`config.mk`:
```
export PLATFORM = sky130hd
export DESIGN_NAME = msdf_iter_loop_flat
export DESIGN_NICKNAME = d
export VERILOG_FILES = /design/src/rtl/msdf_iter_loop_if.sv /design/src/rtl/msdf_iter_loop.sv /design/src/flat_wrapper.sv
export SDC_FILE = /design/constraint.sdc
export NUM_CORES = 1
export LEC_CHECK = 0
export ABC_AREA = 1
export ABC_CLOCK_PERIOD_IN_PS = 3000
export CAP_MARGIN = 20
export CORE_MARGIN = 3
export CORE_UTILIZATION = 56
export CTS_BUF_LIST = sky130_fd_sc_hd__clkbuf_8
export DETAILED_ROUTE_END_ITERATION = 7
export PLACE_DENSITY_LB_ADDON = 0.12
export SYNTH_ARGS = -nofsm -noshare
export SYNTH_HDL_FRONTEND = slang
export SYNTH_SLANG_ARGS = --single-unit
export TNS_END_PERCENT = 20
```
`constraint.sdc`:
```
create_clock -name clk -period 3 [get_ports clk]
set_input_delay 0.6 -clock clk [delete_from_list [all_inputs] [get_ports clk]]
set_output_delay 0.6 -clock clk [all_outputs]
set_load 0.005 [all_outputs]
```
`src/rtl/msdf_iter_loop_if.sv`:
```
// Digit-serial lanes between the iteration controller (master) and an online compute core (slave).
// Each lane carries {last, digit[DW-1:0]}; lane c occupies bits [c*(DW+1) +: DW+1].
interface msdf_iter_loop_if #(
    parameter int CH = 2,
    parameter int DW = 2
);
    logic [CH*(DW+1)-1:0] core_in_digit;
    logic [CH-1:0]        core_in_valid;
    logic [CH-1:0]        core_in_ready;
    logic [CH*(DW+1)-1:0] core_out_digit;
    logic [CH-1:0]        core_out_valid;
    logic [CH-1:0]        core_out_ready;

    modport master (
        output core_in_digit, core_in_valid, core_out_ready,
        input  core_in_ready, core_out_digit, core_out_valid
    );

    modport slave (
        input  core_in_digit, core_in_valid, core_out_ready,
        output core_in_ready, core_out_digit, core_out_valid
    );
endinterface

```
`src/rtl/msdf_iter_loop.sv`:
```
// Iteration-feedback controller for digit-serial MSDF solvers: streams per-channel vectors
// MSD first into a core, captures its outputs and feeds them back for cfg_iters iterations.
module msdf_iter_loop #(
    parameter int CH     = 2,
    parameter int NDIG   = 16,
    parameter int DW     = 2,
    parameter int ITER_W = 8
) (
    input  logic                   clk,
    input  logic                   rstn,
    input  logic [CH*NDIG*DW-1:0]  init_data,
    input  logic [ITER_W-1:0]      cfg_iters,
    input  logic                   start,
    output logic                   busy,
    output logic                   done,
    output logic [ITER_W-1:0]      iter_cnt,
    output logic                   err_overrun,
    output logic [CH*NDIG*DW-1:0]  result_data,
    msdf_iter_loop_if.master       core
);
    localparam int IW = (NDIG > 1) ? $clog2(NDIG) : 1;
    localparam logic [IW-1:0] LAST_IDX = IW'(NDIG - 1);
    localparam logic LAST0 = (NDIG == 1);

    typedef enum logic [2:0] {IDLE, LOAD, RUN, SWAP, FIN} state_t;
    typedef logic [CH-1:0][NDIG-1:0][DW-1:0] vec_t;

    state_t                  state;
    logic [ITER_W-1:0]       iters_q;
    vec_t                    tx_buf;
    vec_t                    rx_buf;
    logic [CH-1:0][IW-1:0]   tx_idx;
    logic [CH-1:0][IW-1:0]   rx_idx;
    logic [CH-1:0][IW-1:0]   tx_nxt;
    logic [CH-1:0][DW:0]     tx_dig;
    logic [CH-1:0][DW:0]     rx_word;
    logic [CH-1:0]           tx_vld, rx_rdy, tx_done, rx_done;
    logic [CH-1:0]           tx_fire, rx_fire, rx_last, rx_final;
    logic                    all_done;

    // Flat layout puts digit 0 (MSD) of each channel in the top DW bits of its slice.
    function automatic vec_t unpack_vec(input logic [CH*NDIG*DW-1:0] flat);
        vec_t v;
        for (int c = 0; c < CH; c++)
            for (int d = 0; d < NDIG; d++)
                v[c][d] = flat[(c*NDIG + NDIG-1-d)*DW +: DW];
        return v;
    endfunction

    function automatic logic [CH*NDIG*DW-1:0] pack_vec(input vec_t v);
        logic [CH*NDIG*DW-1:0] flat;
        flat = '0;
        for (int c = 0; c < CH; c++)
            for (int d = 0; d < NDIG; d++)
                flat[(c*NDIG + NDIG-1-d)*DW +: DW] = v[c][d];
        return flat;
    endfunction

    assign core.core_in_digit  = tx_dig;
    assign core.core_in_valid  = tx_vld;
    assign core.core_out_ready = rx_rdy;
    assign rx_word             = core.core_out_digit;

    // Completion looks at this cycle's handshakes so SWAP follows the final digit directly.
    always_comb begin
        all_done = 1'b1;
        tx_fire  = '0;
        rx_fire  = '0;
        rx_last  = '0;
        rx_final = '0;
        tx_nxt   = '0;
        for (int c = 0; c < CH; c++) begin
            tx_fire[c]  = tx_vld[c] & core.core_in_ready[c];
            rx_fire[c]  = rx_rdy[c] & core.core_out_valid[c];
            rx_last[c]  = rx_word[c][DW];
            rx_final[c] = rx_last[c] || (rx_idx[c] == LAST_IDX);
            tx_nxt[c]   = tx_idx[c] + 1'b1;
            all_done    = all_done
                        & (tx_done[c] | (tx_fire[c] & (tx_idx[c] == LAST_IDX)))
                        & (rx_done[c] | (rx_fire[c] & rx_final[c]));
        end
    end

    always_ff @(posedge clk or negedge rstn) begin
        if (!rstn) begin
            state       <= IDLE;
            iters_q     <= '0;
            busy        <= 1'b0;
            done        <= 1'b0;
            iter_cnt    <= '0;
            err_overrun <= 1'b0;
            result_data <= '0;
            tx_buf      <= '0;
            rx_buf      <= '0;
            tx_idx      <= '0;
            rx_idx      <= '0;
            tx_dig      <= '0;
            tx_vld      <= '0;
            rx_rdy      <= '0;
            tx_done     <= '0;
            rx_done     <= '0;
        end else begin
            done <= 1'b0;
            case (state)
                IDLE: begin
                    if (start) begin
                        state       <= LOAD;
                        busy        <= 1'b1;
                        iters_q     <= cfg_iters;
                        iter_cnt    <= '0;
                        err_overrun <= 1'b0;
                    end
                end
                LOAD: begin
                    tx_buf  <= unpack_vec(init_data);
                    tx_idx  <= '0;
                    rx_idx  <= '0;
                    tx_done <= '0;
                    rx_done <= '0;
                    if (iters_q == '0) begin
                        state <= FIN;
                    end else begin
                        state  <= RUN;
                        tx_vld <= '1;
                        rx_rdy <= '1;
                        for (int c = 0; c < CH; c++)
                            tx_dig[c] <= {LAST0, init_data[(c*NDIG + NDIG-1)*DW +: DW]};
                    end
                end
                RUN: begin
                    for (int c = 0; c < CH; c++) begin
                        if (tx_fire[c]) begin
                            if (tx_idx[c] == LAST_IDX) begin
                                tx_vld[c]  <= 1'b0;
                                tx_done[c] <= 1'b1;
                            end else begin
                                tx_idx[c] <= tx_nxt[c];
                                tx_dig[c] <= {tx_nxt[c] == LAST_IDX, tx_buf[c][tx_nxt[c]]};
                            end
                        end
                        if (rx_fire[c]) begin
                            rx_buf[c][rx_idx[c]] <= rx_word[c][DW-1:0];
                            if (rx_final[c]) begin
                                rx_done[c] <= 1'b1;
                                rx_rdy[c]  <= 1'b0;
                                if (!rx_last[c])
                                    err_overrun <= 1'b1;
                                // Early last: positions after it read as zero.
                                for (int k = 0; k < NDIG; k++)
                                    if (IW'(k) > rx_idx[c])
                                        rx_buf[c][k] <= '0;
                            end else begin
                                rx_idx[c] <= rx_idx[c] + 1'b1;
                            end
                        end
                    end
                    if (all_done)
                        state <= SWAP;
                end
                SWAP: begin
                    tx_buf   <= rx_buf;
                    tx_idx   <= '0;
                    rx_idx   <= '0;
                    tx_done  <= '0;
                    rx_done  <= '0;
                    iter_cnt <= iter_cnt + 1'b1;
                    if ((iter_cnt + 1'b1) < iters_q) begin
                        state  <= RUN;
                        tx_vld <= '1;
                        rx_rdy <= '1;
                        for (int c = 0; c < CH; c++)
                            tx_dig[c] <= {LAST0, rx_buf[c][0]};
                    end else begin
                        state <= FIN;
                    end
                end
                FIN: begin
                    result_data <= pack_vec(tx_buf);
                    done        <= 1'b1;
                    busy        <= 1'b0;
                    state       <= IDLE;
                end
                default: state <= IDLE;
            endcase
        end
    end
endmodule

```
`src/flat_wrapper.sv`:
```
// flat-port wrapper written by rule: the top's interface ports become plain ports
module msdf_iter_loop_flat 
#(
    parameter int CH     = 2,
    parameter int NDIG   = 16,
    parameter int DW     = 2,
    parameter int ITER_W = 8
)
  (clk, rstn, init_data, cfg_iters, start, busy, done, iter_cnt, err_overrun, result_data, core_core_in_digit, core_core_in_valid, core_core_out_ready, core_core_in_ready, core_core_out_digit, core_core_out_valid);
  msdf_iter_loop_if #(.CH(CH), .DW(DW)) core_i ();
  input  logic clk;
  input  logic rstn;
  input  logic [CH*NDIG*DW-1:0] init_data;
  input  logic [ITER_W-1:0] cfg_iters;
  input  logic start;
  output logic busy;
  output logic done;
  output logic [ITER_W-1:0] iter_cnt;
  output logic err_overrun;
  output logic [CH*NDIG*DW-1:0] result_data;
  output wire logic [$bits(core_i.core_in_digit)-1:0] core_core_in_digit;
  output wire logic [$bits(core_i.core_in_valid)-1:0] core_core_in_valid;
  output wire logic [$bits(core_i.core_out_ready)-1:0] core_core_out_ready;
  input wire logic [$bits(core_i.core_in_ready)-1:0] core_core_in_ready;
  input wire logic [$bits(core_i.core_out_digit)-1:0] core_core_out_digit;
  input wire logic [$bits(core_i.core_out_valid)-1:0] core_core_out_valid;
  assign core_core_in_digit = core_i.core_in_digit;
  assign core_core_in_valid = core_i.core_in_valid;
  assign core_core_out_ready = core_i.core_out_ready;
  assign core_i.core_in_ready = core_core_in_ready;
  assign core_i.core_out_digit = core_core_out_digit;
  assign core_i.core_out_valid = core_core_out_valid;
  msdf_iter_loop #(.CH(CH), .NDIG(NDIG), .DW(DW), .ITER_W(ITER_W)) u_core (.clk(clk), .rstn(rstn), .init_data(init_data), .cfg_iters(cfg_iters), .start(start), .busy(busy), .done(done), .iter_cnt(iter_cnt), .err_overrun(err_overrun), .result_data(result_data), .core(core_i));
endmodule
```
==> results by stage, run 1 <==
Status:
- The run finished with clean final reports.

Yosys:
- The synthesized design contains 244 register bits.
- By area the synthesized netlist is led by sky130_fd_sc_hd__dfrtp_1 (53%), sky130_fd_sc_hd__nand2_1 (12%), sky130_fd_sc_hd__inv_1 (5.5%).
- The number of enable flip-flop cells after synthesis is 0.
- The sequential area share after synthesis is 53.0%.
- The yosys synthesis warning count is 0.
- After synthesis the cells add up to 11500 um2.
- The area fraction of the dominant cell type after synthesis is 53.0%.
- The number of nets produced by synthesis is 1476.
- The count of different cell masters after synthesis is 36.
- After synthesis, the mean cell area works out to 8.40 um2.
- After synthesis, the share of flip-flops with an asynchronous set or reset is 100%.
- The dominant synthesized flop cell is sky130_fd_sc_hd__dfrtp_1.
- The number of instances in the synthesized netlist is 1371.
- The largest total area in the synthesized netlist belongs to sky130_fd_sc_hd__dfrtp_1.

CTS:
- The maximum clock path buffer count is 3.
- The quantity of hold-fixing buffers added after cts is 0.
- The insertion delay to the later sink of the worst-skew pair is 540 ps.
- Buffers inserted during clock tree synthesis total 41.
- The clock root buffer is sky130_fd_sc_hd__clkbuf_8.
- The number of H-tree levels is 2.
- The register clock-pin slew on the reported worst setup and hold paths is 60 ps.
- The post-cts repair resize count is 0.
- TritonCTS built the clock tree.
- The total setup buffers inserted after CTS is 0.
- The total number of clock tree sinks is 244.

Finish:
- Compared with the post-synthesis result, the final layout area differs by 24.6%.
- The count of cells in the finished layout, fillers not included, comes to 1843.
- The post-route netlist has 6.72% of its cells at a drive strength greater than 1.
- The number of diodes is 0.
- The count of nets after finishing is 1651.
- The layout has 1548 filler cells.

Placed design:
- The final HPWL from detailed placement is 23.0 mm.
- The number of cells in the design after placement is 1767.
- The congestion estimate from routability-driven global placement came to 0.957.
- The total of buffers placed on input and output ports is 169.

STA:
- The clock period could shrink to 2440 ps.
- Setup repair after global routing left no endpoint under its margin.
- The timing-limited maximum frequency is 410 MHz.
- The clock skew is 13.4 ps.
- The final-report setup violation count is 0.
- Measured against its own limit, the worst slew margin works out to 49.0%.
- The setup TNS after final layout is 0 ps.
- The fraction of the cycle the final worst path needs is 81.3%.
- The count of pins over their slew limit is 0.
- For the pin with the worst max-slew slack, the measured transition is 764 ps.
- The total count of hold-check failures in the final report is 0.

GRT:
- The wire length of the first global-routing pass is 49.9 mm.
- The via count of the first global-routing pass was 9543.
- The maximum number of pins on one net before global-route repair is 130.
- In the global route stage, overall resource usage came out at 28.2%.
- The number of antenna violations at the first check in global routing was 0.
- The overall overflow remaining after global route is 0.

Route:
- For this run, design rule violations remaining after detail routing come to 0.
- The pre-antenna-repair detailed-routing pass consisted of 6 iterations.
- The count of nets left with antenna violations once routing finished came out at 0.
- Dividing the detail-routed wire length by the instance count gives 17.1 um.
- Using the TritonRoute via totals, the vias-per-cell ratio works out to 5.54.
- The count of routing violations after the opening detailed-route iteration is 1086.
- The wire length reported by the detailed router is 31.5 mm.
- The via count is 10200.

Power:
- The share of total power in combinational logic is 37.4%.
- The static leakage is 6.87 nW.
- IR analysis of the VDD net gives a maximum drop of 514 uV.
- The internal power component is 7.35 mW.
- The switching fraction of total power is 39.1%.
- The part of the power in registers is 38.0%.
- The power share of the clock group is 24.6%.
- The power density over the cells is 841 nW/um2.
- For this design the total switching power over the nets is 4.71 mW.

Die:
- The die is 149 um wide.
- The die area is 22300 um2.
- The cell row count is 51.
- Once the floorplan was initialized, standard cells occupied 58.0% of the core.
- 170 I/O pins were placed.
- The core region area is 19800 um2.
- The height of the chip is 149 um.

Setup path:
- STA classifies the critical path startpoint as a flop.
- The endpoint kind of the worst setup timing path is a flop.
- The data arrival time of the critical path is 2840 ps.
- Traced cell by cell, the critical path runs through ha_1, nand2_1, inv_1, nand2_1, nor3_1, xor2_1, ha_1, nand2_1, o21a_1, nand2_1, nand2_1, nand3_1, nand2_1, o21ai_0.
- The worst setup path is of the flop to flop kind.
- In this run the worst path has a maximum fanout of 6.
- The cell that appears most often on the critical path is sky130_fd_sc_hd__nand2_1.
- The largest stage delay on the critical path is 420 ps.
- The register-to-register setup slack is 560 ps.
- STA puts the critical path data required time at 3400 ps.
- The slowest stage of the critical path belongs to the cell sky130_fd_sc_hd__dfrtp_1.

Worst hold path:
- The path category of the worst min-delay check is primary input to async pin.

Job:
- The number of max-capacitance violations reported is 0.
## final timing paths
kind / startpoint / to / cells after the start
max reg2reg: u_core.iter_cnt[0]$_DFFE_PN0P_ / u_core.core.core_in_digit[1]$_DFFE_PN0P_ / 14
min reg2reg: u_core.result_data[51]$_DFFE_PN0P_ / u_core.result_data[51]$_DFFE_PN0P_ / 2
max in group asynchronous: rstn / u_core.result_data[50]$_DFFE_PN0P_ / 2
min: rstn / u_core.result_data[22]$_DFFE_PN0P_ / 1
max: u_core.iter_cnt[0]$_DFFE_PN0P_ / u_core.core.core_in_digit[1]$_DFFE_PN0P_ / 14
min in group clk: u_core.result_data[51]$_DFFE_PN0P_ / u_core.result_data[51]$_DFFE_PN0P_ / 2
## sequential cells by signal, indices dropped and copies added (netlist names), 2 cells and up
register and cells:
u_core.core.core_in_valid 2, u_core.iter_cnt 8, u_core.result_data 64, u_core.rx_buf 64, u_core.tx_buf 64, u_core.tx_done 2
u_core.rx_idx 8, u_core.iters_q 8, u_core.rx_done 2, u_core.core.core_out_ready 2, u_core.tx_idx 8, u_core.state 3
u_core.core.core_in_digit 6
## cell type report
type / instances / area, um2 / area share [%]
well taps: 265 / 332 / 2.31
repair buffers: 188 / 1880 / 13.1
clock buffers: 55 / 757 / 5.28
multi-input cells: 891 / 4500 / 31.4
inverters: 180 / 676 / 4.71
clock inverters: 20 / 87.6 / 0.611
flip-flops and latches: 244 / 6110 / 42.6
## routing by layer
| layer | track usage, % | wire length, um | up-vias | part of all wire, % |
|---|---|---|---|---|
| met2 | 40.0 | 13300 | 470 | 42 |
| met3 | 5.68 | 2890 | 54 | 9.2 |
| met5 | 0 | 0 | - | 0 |
| met4 | 6.59 | 612 | 0 | 1.9 |
| li1 | - | - | 4864 | - |
| met1 | 44.6 | 14700 | 4823 | 47 |
## critical path: cells and delay by family (launching register included)
family	cells	cell delay [ps]
simple gates	8	940
compound gates	2	210
buf+inv	1	70
flops	1	420
fa+ha+maj	2	450
xor+xnor	1	210
## synth_stat cells (5+ instances only)
| cell | instances |
|---|---|
| sky130_fd_sc_hd__o211ai_1 | 51 |
| sky130_fd_sc_hd__nand2_1 | 359 |
| sky130_fd_sc_hd__a21oi_1 | 29 |
| sky130_fd_sc_hd__nor3_2 | 8 |
| sky130_fd_sc_hd__dfrtp_1 | 244 |
| sky130_fd_sc_hd__buf_2 | 16 |
| sky130_fd_sc_hd__o21ai_0 | 107 |
| sky130_fd_sc_hd__nor2_1 | 103 |
| sky130_fd_sc_hd__nor3_1 | 14 |
| sky130_fd_sc_hd__clkinv_1 | 5 |
| sky130_fd_sc_hd__o22ai_1 | 12 |
| sky130_fd_sc_hd__inv_1 | 170 |
| sky130_fd_sc_hd__nand3_1 | 92 |
| sky130_fd_sc_hd__nand4_1 | 7 |
| sky130_fd_sc_hd__o221ai_1 | 16 |
| sky130_fd_sc_hd__xor2_1 | 8 |
| sky130_fd_sc_hd__a211oi_1 | 44 |
| sky130_fd_sc_hd__ha_1 | 20 |
| sky130_fd_sc_hd__inv_2 | 5 |
| sky130_fd_sc_hd__clkbuf_1 | 34 |
## per-stage QoR
stage | instance area [um2] | util, % | power (mW) | hold slack, ps | worst slack [ps]
after floorplan | 11500 | - | 7.54 | 304 | 794
after global placement | 13500 | 67.9 | 8.94 | 464 | 682
after detailed placement | 13500 | 67.9 | 9.07 | 472 | 569
after CTS | 14300 | 72.1 | 12.1 | 84.9 | 588
after global routing | 14300 | 72.3 | 12.9 | 112 | 207
final | 14300 | 72.3 | 12.1 | 76.9 | 561
## kinds of logic after synthesis
group,share of synthesized area [%]
flops,53.0
xor+xnor,0.761
fa+ha+maj,2.17
simple gates,21.6
mux,0.0978
buf+inv,7.93
compound gates,14.4
## layout by cell type (no fill, tap or decap), types with 44 or more instances in the layout
| master | n |
|---|---|
| sky130_fd_sc_hd__o21ai_0 | 107 |
| sky130_fd_sc_hd__nor2_1 | 103 |
| sky130_fd_sc_hd__o211ai_1 | 51 |
| sky130_fd_sc_hd__a211oi_1 | 44 |
| sky130_fd_sc_hd__nand2_1 | 358 |
| sky130_fd_sc_hd__dfrtp_1 | 244 |
| sky130_fd_sc_hd__nand3_1 | 92 |
| sky130_fd_sc_hd__clkbuf_8 | 55 |
| sky130_fd_sc_hd__clkdlybuf4s50_1 | 168 |
| sky130_fd_sc_hd__inv_1 | 184 |
## power by group through the flow
stage	combinational [mW]	sequential, mW	clock (mW)
4_1_cts	4.48	4.57	3.02
3_3_place_gp	4.35	4.59	0
3_5_place_dp	4.45	4.62	0
2_1_floorplan	3.07	4.47	0
5_1_grt	5.06	4.67	3.16
6_report	4.51	4.58	2.97
(Power assumes the default switching activity.)
==> run 2, diff against run 1 <==
ABC_CLOCK_PERIOD_IN_PS = 2200   (was 3000)
CORE_UTILIZATION = 51   (was 56)
clock period = 2.2 ns   (was 3 ns; I/O delays follow)
==> run 2 against run 1 <==
Net effect: the run now ends with setup timing left; clock power increased by 29%; critical path type unchanged; largest cell class unchanged; critical endpoint is now u_core.core.core_in_digit[3]$_DFFE_PN0P_; power rose by 37%; routed wire length increased by 0.82%.
==> results by stage, run 2 (same netlist as run 1, synthesis figures left out) <==
Status:
- The run finished, with violations left.
- The final reports fail on setup timing.

Power:
- The maximum ir drop on the vdd rail is 599 uV.
- The design draws 16.5 mW.
- The power density over the cells is 1140 nW/um2.
- Summed over all cells, the static leakage comes to 6.94 nW.

Route:
- The post-detailed-route via-to-cell ratio is 5.39.
- The detail route stage leaves a number of antenna-violating nets equal to 0.
- In the routed design, unresolved DRC markers number 0.
- The detailed router finished its first iteration with 828 violations.
- The via count is 10100.
- The final routed wire length divided by cell count is 17.0 um.
- The wire length reported by the detailed router is 31.8 mm.
- The total iterations of the first detailed-routing run is 5.

GRT:
- The global router's overall resource usage is 26.0%.
- After global routing the overflow that remains totals 0.
- The via count of the first global-routing pass came to 9501.
- The number of antenna violations at the first check in global routing came to 0.
- The maximum number of pins on one net before global-route repair is 79.
- The first global-routing pass estimated 50.9 mm of wire.

Die:
- Pin placement for this block handled 170 I/O pins.
- For this configuration, the core starts out at a cell density of 52.3%.
- The core region is 22000 um2.
- The initialized floorplan defines 54 standard-cell rows.
- The die is 156 um tall.
- From left edge to right edge, the die measures 156 um.
- The die covers 24400 um2.

CTS:
- The root buffer cell chosen for the clock tree is sky130_fd_sc_hd__clkbuf_8.
- The TritonCTS buffer count is 40.
- CTS saw 244 sinks.
- The TritonCTS clock tree is done.
- The maximum clock path buffer count is 3.
- At the later pin of the worst-skew pair, clock insertion delay measures 550 ps.
- The register clock-pin slew on the reported worst setup and hold paths is 60 ps.
- The number of H-tree levels is 2.

Placed design:
- The HPWL after detailed placement is 23.3 mm.
- During placement, the flow inserted port buffers numbering 169.
- The cell area after placement is 13600 um2.
- The last weighted congestion value of the routability-driven placer is 0.921.
- Before CTS, the worst setup slack after placement is -216 ps.

STA:
- Setup repair after global routing could not meet its margin everywhere.
- At the pin with the least slew margin, the transition time is 806 ps.
- The fraction of the cycle the final worst path needs is 102%.
- The final-report setup violation count is 7.
- The worst-case headroom to the max-slew limit is 46.2%.
- The setup TNS after final layout is -181 ps.
- The timing-limited maximum frequency is 446 MHz.
- The final worst-path setup slack is -42.7 ps.
- The total count of hold-check failures in the final report is 0.
- The clock skew is 29.7 ps.
- The count of pins over their slew limit is 0.
- The routed design could run at a clock period as short as 2240 ps.

Setup path:
- Traced cell by cell, the critical path runs through ha_2, nand2_2, inv_2, nand2_2, nor3_2, xor2_1, ha_1, nand2_2, o21a_1, nand2_2, nand2_4, nand3_2, inv_1, nand2_1, nand2_1.
- Among the stages of the critical path, the cell type that occurs most often is sky130_fd_sc_hd__nand2_2.
- The cell with the biggest individual delay on the critical path is sky130_fd_sc_hd__dfrtp_1.
- The type of the setup path with the least slack is flop to flop.
- The maximum fanout encountered on the critical timing path is 5.
- STA classifies the critical path endpoint as a flop.
- The logic depth of the worst register-to-register path is 15.
- The largest stage delay on the critical path is 390 ps.
- Broken down by cell family, the worst path's largest delay share belongs to simple AND/OR/NAND/NOR gates.
- The instance count on the critical path is 15.
- The critical path contains buffers and inverters numbering 2 combined.
- In this run the worst setup path terminates at u_core.core.core_in_digit[3]$_DFFE_PN0P_.
- The startpoint of the worst-slack reg-to-reg timing path is u_core.iter_cnt[1]$_DFFE_PN0P_.
- Data arrives at the worst endpoint at 2720 ps.
- In this run the worst setup path begins at u_core.iter_cnt[1]$_DFFE_PN0P_.
- Data on the critical path is required at its endpoint by 2680 ps.
- The setup check on the worst reg-to-reg path leaves a slack of -40 ps.
- The nature of the critical path startpoint is a flop.
- The endpoint of the most critical register-to-register path is u_core.core.core_in_digit[3]$_DFFE_PN0P_.

Finish:
- The leading cell type in the layout, fill and taps excluded is sky130_fd_sc_hd__nand2_1.
- The largest registers in the layout are u_core.result_data: 64 flops, u_core.rx_buf: 64 flops, u_core.tx_buf: 64 flops.
- Fill cells in the final layout number 1935.
- In the final design database the tool counted 1665 nets.
- The number of antenna diodes in the final layout is 0.
- The ratio of cells with drive above 1 in the final layout is 8.50%.
- The area growth from synthesis to layout is 26.0%.
- The library cells used most frequently in the layout, excluding fill and tap cells, are sky130_fd_sc_hd__nand2_1 (350), sky130_fd_sc_hd__dfrtp_1 (244), sky130_fd_sc_hd__inv_1 (182), sky130_fd_sc_hd__clkdlybuf4s50_1 (168), sky130_fd_sc_hd__o21ai_0 (103).
- The post-route cell area is 14500 um2.

Worst hold path:
- The path category of the worst min-delay check is primary input to async pin.

Job:
- The number of max-capacitance violations reported is 0.
## run 2: area by class of cell
type	instances	area (um2)	area share (%)
Sequential cell	244	6110	42.1
Inverter	180	676	4.66
Clock inverter	21	91.3	0.630
Tap cell	280	350	2.42
Clock buffer	49	674	4.65
Timing Repair Buffer	203	2020	13.9
Multi-Input combinational cell	891	4590	31.7
## run 2: metal layers
metal / GRT usage [%] / vias to the layer above / wire length (um)
li1: - / 4883 / -
met1: 41.9 / 4746 / 15500
met2: 36.2 / 390 / 13000
met3: 5.37 / 44 / 2820
met4: 6.00 / 0 / 511
met5: 0 / - / 0
## run 2: worst min path at each step
stage,start,to,cells after the start
floorplan,rstn,u_core.busy$_DFFE_PN0P_,0
global placement,rstn,u_core.result_data[37]$_DFFE_PN0P_,1
detailed placement,rstn,u_core.result_data[34]$_DFFE_PN0P_,1
CTS,rstn,u_core.result_data[0]$_DFFE_PN0P_,2
global route,init_data[40],u_core.tx_buf[54]$_DFFE_PN0N_,3
finish,rstn,u_core.result_data[41]$_DFFE_PN0P_,2
## run 2: report_power, final
part | switching [mW] | total, mW | internal (mW) | leakage [nW]
clock network | 1.81 | 3.82 | 2.01 | 0.455
registers | 0.660 | 6.24 | 5.58 | 3.22
logic | 4.05 | 6.43 | 2.38 | 3.26
total | 6.52 | 16.5 | 9.97 | 6.94
## run 2: what timing repair did
action | CTS | global route
endpoints found under the setup margin | 10 | 10
pin swaps | 1 | 14
resized for setup | 10 | 18
hold buffers | 1 | 0
endpoints found under the hold margin | 56 | 0
setup buffers | 1 | 2
## run 2: stage by stage
step	utilization (%)	std cells	hold WS, ps
floorplan	-	1371	144
global placement	61.8	1794	424
detailed placement	61.8	1794	423
CTS	65.5	1866	432
global route	65.9	1868	445
finish	65.9	1868	440
==> variant 1 (flow settings as in run 1) <==
The 5 states of `state_t` get a one-hot encoding in 5 bits.
--- a/src/rtl/msdf_iter_loop.sv
+++ b/src/rtl/msdf_iter_loop.sv
@@ -22,7 +22,7 @@
     localparam logic [IW-1:0] LAST_IDX = IW'(NDIG - 1);
     localparam logic LAST0 = (NDIG == 1);
 
-    typedef enum logic [2:0] {IDLE, LOAD, RUN, SWAP, FIN} state_t;
+    typedef enum logic [4:0] {IDLE = 5'b00001, LOAD = 5'b00010, RUN = 5'b00100, SWAP = 5'b01000, FIN = 5'b10000} state_t;
     typedef logic [CH-1:0][NDIG-1:0][DW-1:0] vec_t;
 
     state_t                  state;
Check against the original RTL: same outputs for any inputs over 4 cycles, from zero or initial values and one cycle with rstn low; so few cycles prove little.
==> variant 1 against run 1 <==
Final area rose by 1.1%; first-iteration DRC count shrank 34%; final cell count decreased by 0.81%; combinational power shrank 10%; power down 2.1%; critical path depth is 1 higher; area after synthesis grew 1.7%; sequential cell count rose by 2; synthesized cell count decreased by 1.5%; worst setup slack better by 87 ps; wire length grew 4.8%; die area is 1.6% higher.
==> variant 1: results (changes against run 1) <==
stage	metric	value	unit	change
grt	M2 GR Usage	44.79	%	+4.8 points
placement	Inst Count DP	1752		-0.85%
synth	Synth cell types	48		+33%
critical_path	slack of the worst reg-to-reg path	650	ps	+90 ps
grt	Total GRT Usage	29.61	%	+1.4 points
synth	list of most frequent post-synthesis cells	323 x nand2_1, 245 x dfrtp_1, 184 x inv_1		
critical_path	worst reg-to-reg path cell count	15		+1
clock_tree	Num CTS Buffers	42		+2.4%
routing	metal2 WL	14.78	mm	+11%
routing	Initial DRC Count	712		-34%
final_layout	Layout Nets	1631		-1.2%
grt	pin count of the biggest net entering global routing	72		-45%
placement	Place WS	666.4	ps	+96.92 ps
final_layout	layout cell share with drive strength beyond 1	7.707	%	+0.99 points
routing	wire per inst	18.05	um	+5.6%
synth	Post-Syn Nets	1455		-1.4%
critical_path	Critical Path AT	2760	ps	-80 ps
routing	routed wl met3	2.800	mm	-3.2%
grt	initial antenna violation count	3		+3
critical_path	RR Endpoint	u_core.core.core_out_ready[1]		
grt	first-pass GRT wire length	52.13	mm	+4.4%
timing	worst-margin pin slew	747.0	ps	-17.45 ps
clock_tree	post-CTS sizing	0		unchanged
placement	DP HPWL	24.38	mm	+5.8%
synth	post-synthesis sequential area ratio	52.60	%	-0.43 points
grt	met3 GRT Util	6.321	%	+0.64 points
power_and_ir_drop	Clk pwr share	24.6	%	about the same
outcome	status	complete, no violations		
routing	vias post-DR	10088		-1.2%
placement	Post-Place Cell Area	0.01368	mm2	+1.6%
routing	highest metal used	met5		
power_and_ir_drop	Pwr Density	814.4	mW/mm2	-3.1%
worst_hold_path	Hold Path Class	in2async		
synth	Syn Area/Cell	8.670	um2	+3.3%
power_and_ir_drop	Peak VDD IR	0.4639	mV	-9.7%
power_and_ir_drop	Switching Fraction	36.42	%	-2.7 points
power_and_ir_drop	Pleak	7.037	nW	+2.4%
variant 1: cell count changes after synthesis, sizes merged, moves of 4 or more:
cell / before / now
o221ai: 16 / 41
nand3: 92 / 97
inv: 175 / 193
nor3: 22 / 9
o22ai: 12 / 21
nor4: 0 / 5
o21ai: 109 / 103
nand2: 363 / 332
xor2: 8 / 12
a211oi: 44 / 30
mux2i: 0 / 7
o211ai: 51 / 11
clkbuf: 34 / 30
variant 1: kinds of logic after synthesis:
family | after synthesis | synth area share [%]
AOI/OAI and AO/OA | 254 | 13.77
buffers and inverters | 250 | 8.530
muxes | 7 | 0.5986
adders and majority gates | 20 | 2.138
and+or+nand+nor | 559 | 21.31
xor gates and xnor gates | 14 | 1.048
DFF | 246 | 52.60
variant 1: area by class of cell:
cell class                      instances  area, um2
Antenna cell                            1      2.502
Clock buffer                           53      729.5
Clock inverter                         22      90.09
Fill cell                            1640       5863
Inverter                              196      735.7
Multi-Input combinational cell        854       4562
Sequential cell                       246       6157
Tap cell                              270      337.8
Timing Repair Buffer                  186       1887
variant 1: worst min-delay path by stage:
stage | start | end | slack [ps] | cells after the start
after floorplan | rstn | u_core.busy | 300 | 0
after global placement | u_core.result_data[33] | u_core.result_data[33] | 470 | 2
after detailed placement | u_core.core.core_in_digit[3] | u_core.core.core_in_digit[3] | 470 | 2
after CTS | rstn | u_core.result_data[38] | 40 | 1
after global routing | rstn | u_core.result_data[39] | 40 | 1
final | rstn | u_core.result_data[39] | 20 | 1
variant 1: worst max-delay path, delay by kind of cell, from the launching register on:
family,cells,cell delay (ps)
flip-flops,1,420
buffers and inverters,2,230
AO/OA/AOI/OAI,1,180
AND/OR/NAND/NOR,9,790
adder cells (fa/ha/maj),2,480
XOR/XNOR,1,120
==> variant 2 (flow settings as in run 1) <==
Without the edit above. `DW` is set to 2 in 3 places; all go to 3.
--- a/src/rtl/msdf_iter_loop_if.sv
+++ b/src/rtl/msdf_iter_loop_if.sv
@@ -2,7 +2,7 @@
 // Each lane carries {last, digit[DW-1:0]}; lane c occupies bits [c*(DW+1) +: DW+1].
 interface msdf_iter_loop_if #(
     parameter int CH = 2,
-    parameter int DW = 2
+    parameter int DW = 3
 );
     logic [CH*(DW+1)-1:0] core_in_digit;
     logic [CH-1:0]        core_in_valid;
--- a/src/rtl/msdf_iter_loop.sv
+++ b/src/rtl/msdf_iter_loop.sv
@@ -3,7 +3,7 @@
 module msdf_iter_loop #(
     parameter int CH     = 2,
     parameter int NDIG   = 16,
-    parameter int DW     = 2,
+    parameter int DW     = 3,
     parameter int ITER_W = 8
 ) (
     input  logic                   clk,
--- a/src/flat_wrapper.sv
+++ b/src/flat_wrapper.sv
@@ -3,7 +3,7 @@
 #(
     parameter int CH     = 2,
     parameter int NDIG   = 16,
-    parameter int DW     = 2,
+    parameter int DW     = 3,
     parameter int ITER_W = 8
 )
   (clk, rstn, init_data, cfg_iters, start, busy, done, iter_cnt, err_overrun, result_data, core_core_in_digit, core_core_in_valid, core_core_out_ready, core_core_in_ready, core_core_out_digit, core_core_out_valid);
Interface: changed (resized core_core_in_digit, core_core_out_digit, init_data and result_data); port bits go from 170 to 238. The function was not compared with the original's and may differ.
==> variant 2 against run 1 <==
Wire length is 52% higher; hold slack better by 400 ps; final area is 36% higher; sequential cell count is 98 higher; non-clock buffer count is 73 higher; power is 40% higher; worst setup slack worse by 220 ps; area after synthesis is 36% higher; largest cell class unchanged; highest routed layer is now met5.
==> variant 2: results (changes against run 1) <==
stage	metric	value	unit	change
timing	slew margin rel.	51.18	%	+2.2 points
clock_tree	Skew-Pair Late Insertion Delay	590	ps	+50 ps
synth	Post-Synth Adder-Cell Area	1.599	%	-0.57 points
routing	wire per inst	19.10	um	+12%
clock_tree	Num CTS Buffers	54		+32%
grt	pin count of the biggest net entering global routing	103		-21%
power_and_ir_drop	Peak VDD IR	0.6077	mV	+18%
grt	first-pass GRT wire length	75.48	mm	+51%
synth	XOR/XNOR Fraction of Synth Area	0.5596	%	-0.20 points
routing	vias post-DR	14129		+38%
synth	Synth cell types	40		+11%
outcome	status	complete, no violations		
timing	Min Hold Slack	481.0	ps	+404.1 ps
critical_path	RR Endpoint	u_core.core.core_in_digit[6]		
synth	post-synthesis sequential area ratio	54.68	%	+1.6 points
final_layout	Layout Nets	2229		+35%
critical_path	slack of the worst reg-to-reg path	340	ps	-220 ps
worst_hold_path	Hold Path Class	reg2reg		
grt	Total GRT Usage	31.58	%	+3.4 points
synth	Synth area leaders	dfrtp_1 55%, nand2_1 11%, inv_1 5.2%		
synth	Post-Syn Nets	1992		+35%
routing	drt first pass iters	5		-1
critical_path	Critical Path AT	3190	ps	+350 ps
critical_path	worst reg-to-reg path cell count	13		-1
placement	Place WS	387.9	ps	-181.5 ps
placement	GP Congestion	0.9485		-0.93%
final_layout	layout cell share with drive strength beyond 1	6.391	%	-0.33 points
placement	Port Buf Inserts	237		+40%
variant 2: cell count changes in the layout (fill, tap and decap cells not counted), moves of 48 or more:
cell,change
nand2_1,+101
dfrtp_1,+98
nor2_1,+79
clkdlybuf4s50_1,+68
inv_1,+50
o21ai_0,+48
variant 2: area by class of cell:
cell class	count	share of cell area, %
antenna	2	0.02561
clock buffer	73	5.141
clock inverter	21	0.5699
inverter	236	4.533
multi-input combinational	1195	30.13
sequential	342	43.80
tap	372	2.382
timing repair buffer	261	13.42
variant 2: critical path, delay by kind of cell (launching register included):
family                   cells  cell delay [ps]
AND/OR/NAND/NOR              9             1380
adder cells (fa/ha/maj)      1              310
AO/OA/AOI/OAI                2              310
flip-flops                   1              430
XOR/XNOR                     1              180
variant 2: how the worst max path moves through the flow:
stage | start | to | slack, ps | cells past startpoint
6_report | u_core.iter_cnt[0] | u_core.core.core_in_digit[6] | 340 | 13
3_3_place_gp | u_core.iter_cnt[0] | u_core.core.core_in_digit[1] | 590 | 16
5_1_grt | u_core.iter_cnt[0] | u_core.core.core_in_digit[6] | 120 | 16
2_1_floorplan | u_core.iter_cnt[0] | u_core.core.core_in_digit[0] | 850 | 17
3_5_place_dp | u_core.iter_cnt[0] | u_core.core.core_in_digit[6] | 390 | 13
4_1_cts | u_core.iter_cnt[0] | u_core.core.core_in_digit[6] | 390 | 13
variant 2: stage by stage:
stage,total power [mW],std cells,area [um2],utilization (%)
after global placement,12.56,2405,18410,67.74
after detailed placement,12.74,2405,18410,67.74
after global routing,17.99,2502,19540,71.91
after floorplan,10.50,1853,15650,-
final,16.89,2502,19540,71.91
after CTS,16.79,2500,19540,71.89
variant 2: metal layers:
layer  track usage (%)  vias up  wire length, um  part of all wire, %
li1                  -     6543                -                    -
met3             7.444      108             4876                   10
met4             10.10        2             1469                  3.1
met2             43.62      687            19820                   41
met5                 0        -                9                0.019
met1             49.22     6789            21610                   45
variant 2: where the power goes:
| part | total (mW) | switching, mW | internal (mW) | leakage, nW |
|---|---|---|---|---|
| combinational | 6.36 | 4.25 | 2.11 | 4.34 |
| clock | 4.02 | 1.79 | 2.23 | 0.638 |
| sequential | 6.51 | 0.725 | 5.78 | 4.53 |
variant 2: logic make-up after synthesis:
kind of cell	after synthesis
simple gates	788
compound gates	376
flops	342
buf+inv	316
fa+ha+maj	20
xor+xnor	10
mux	1
variant 2: what timing repair did:
item,in CTS,in global routing
hold buffers,1,0
hold endpoints to repair,53,0
resized for setup,0,0
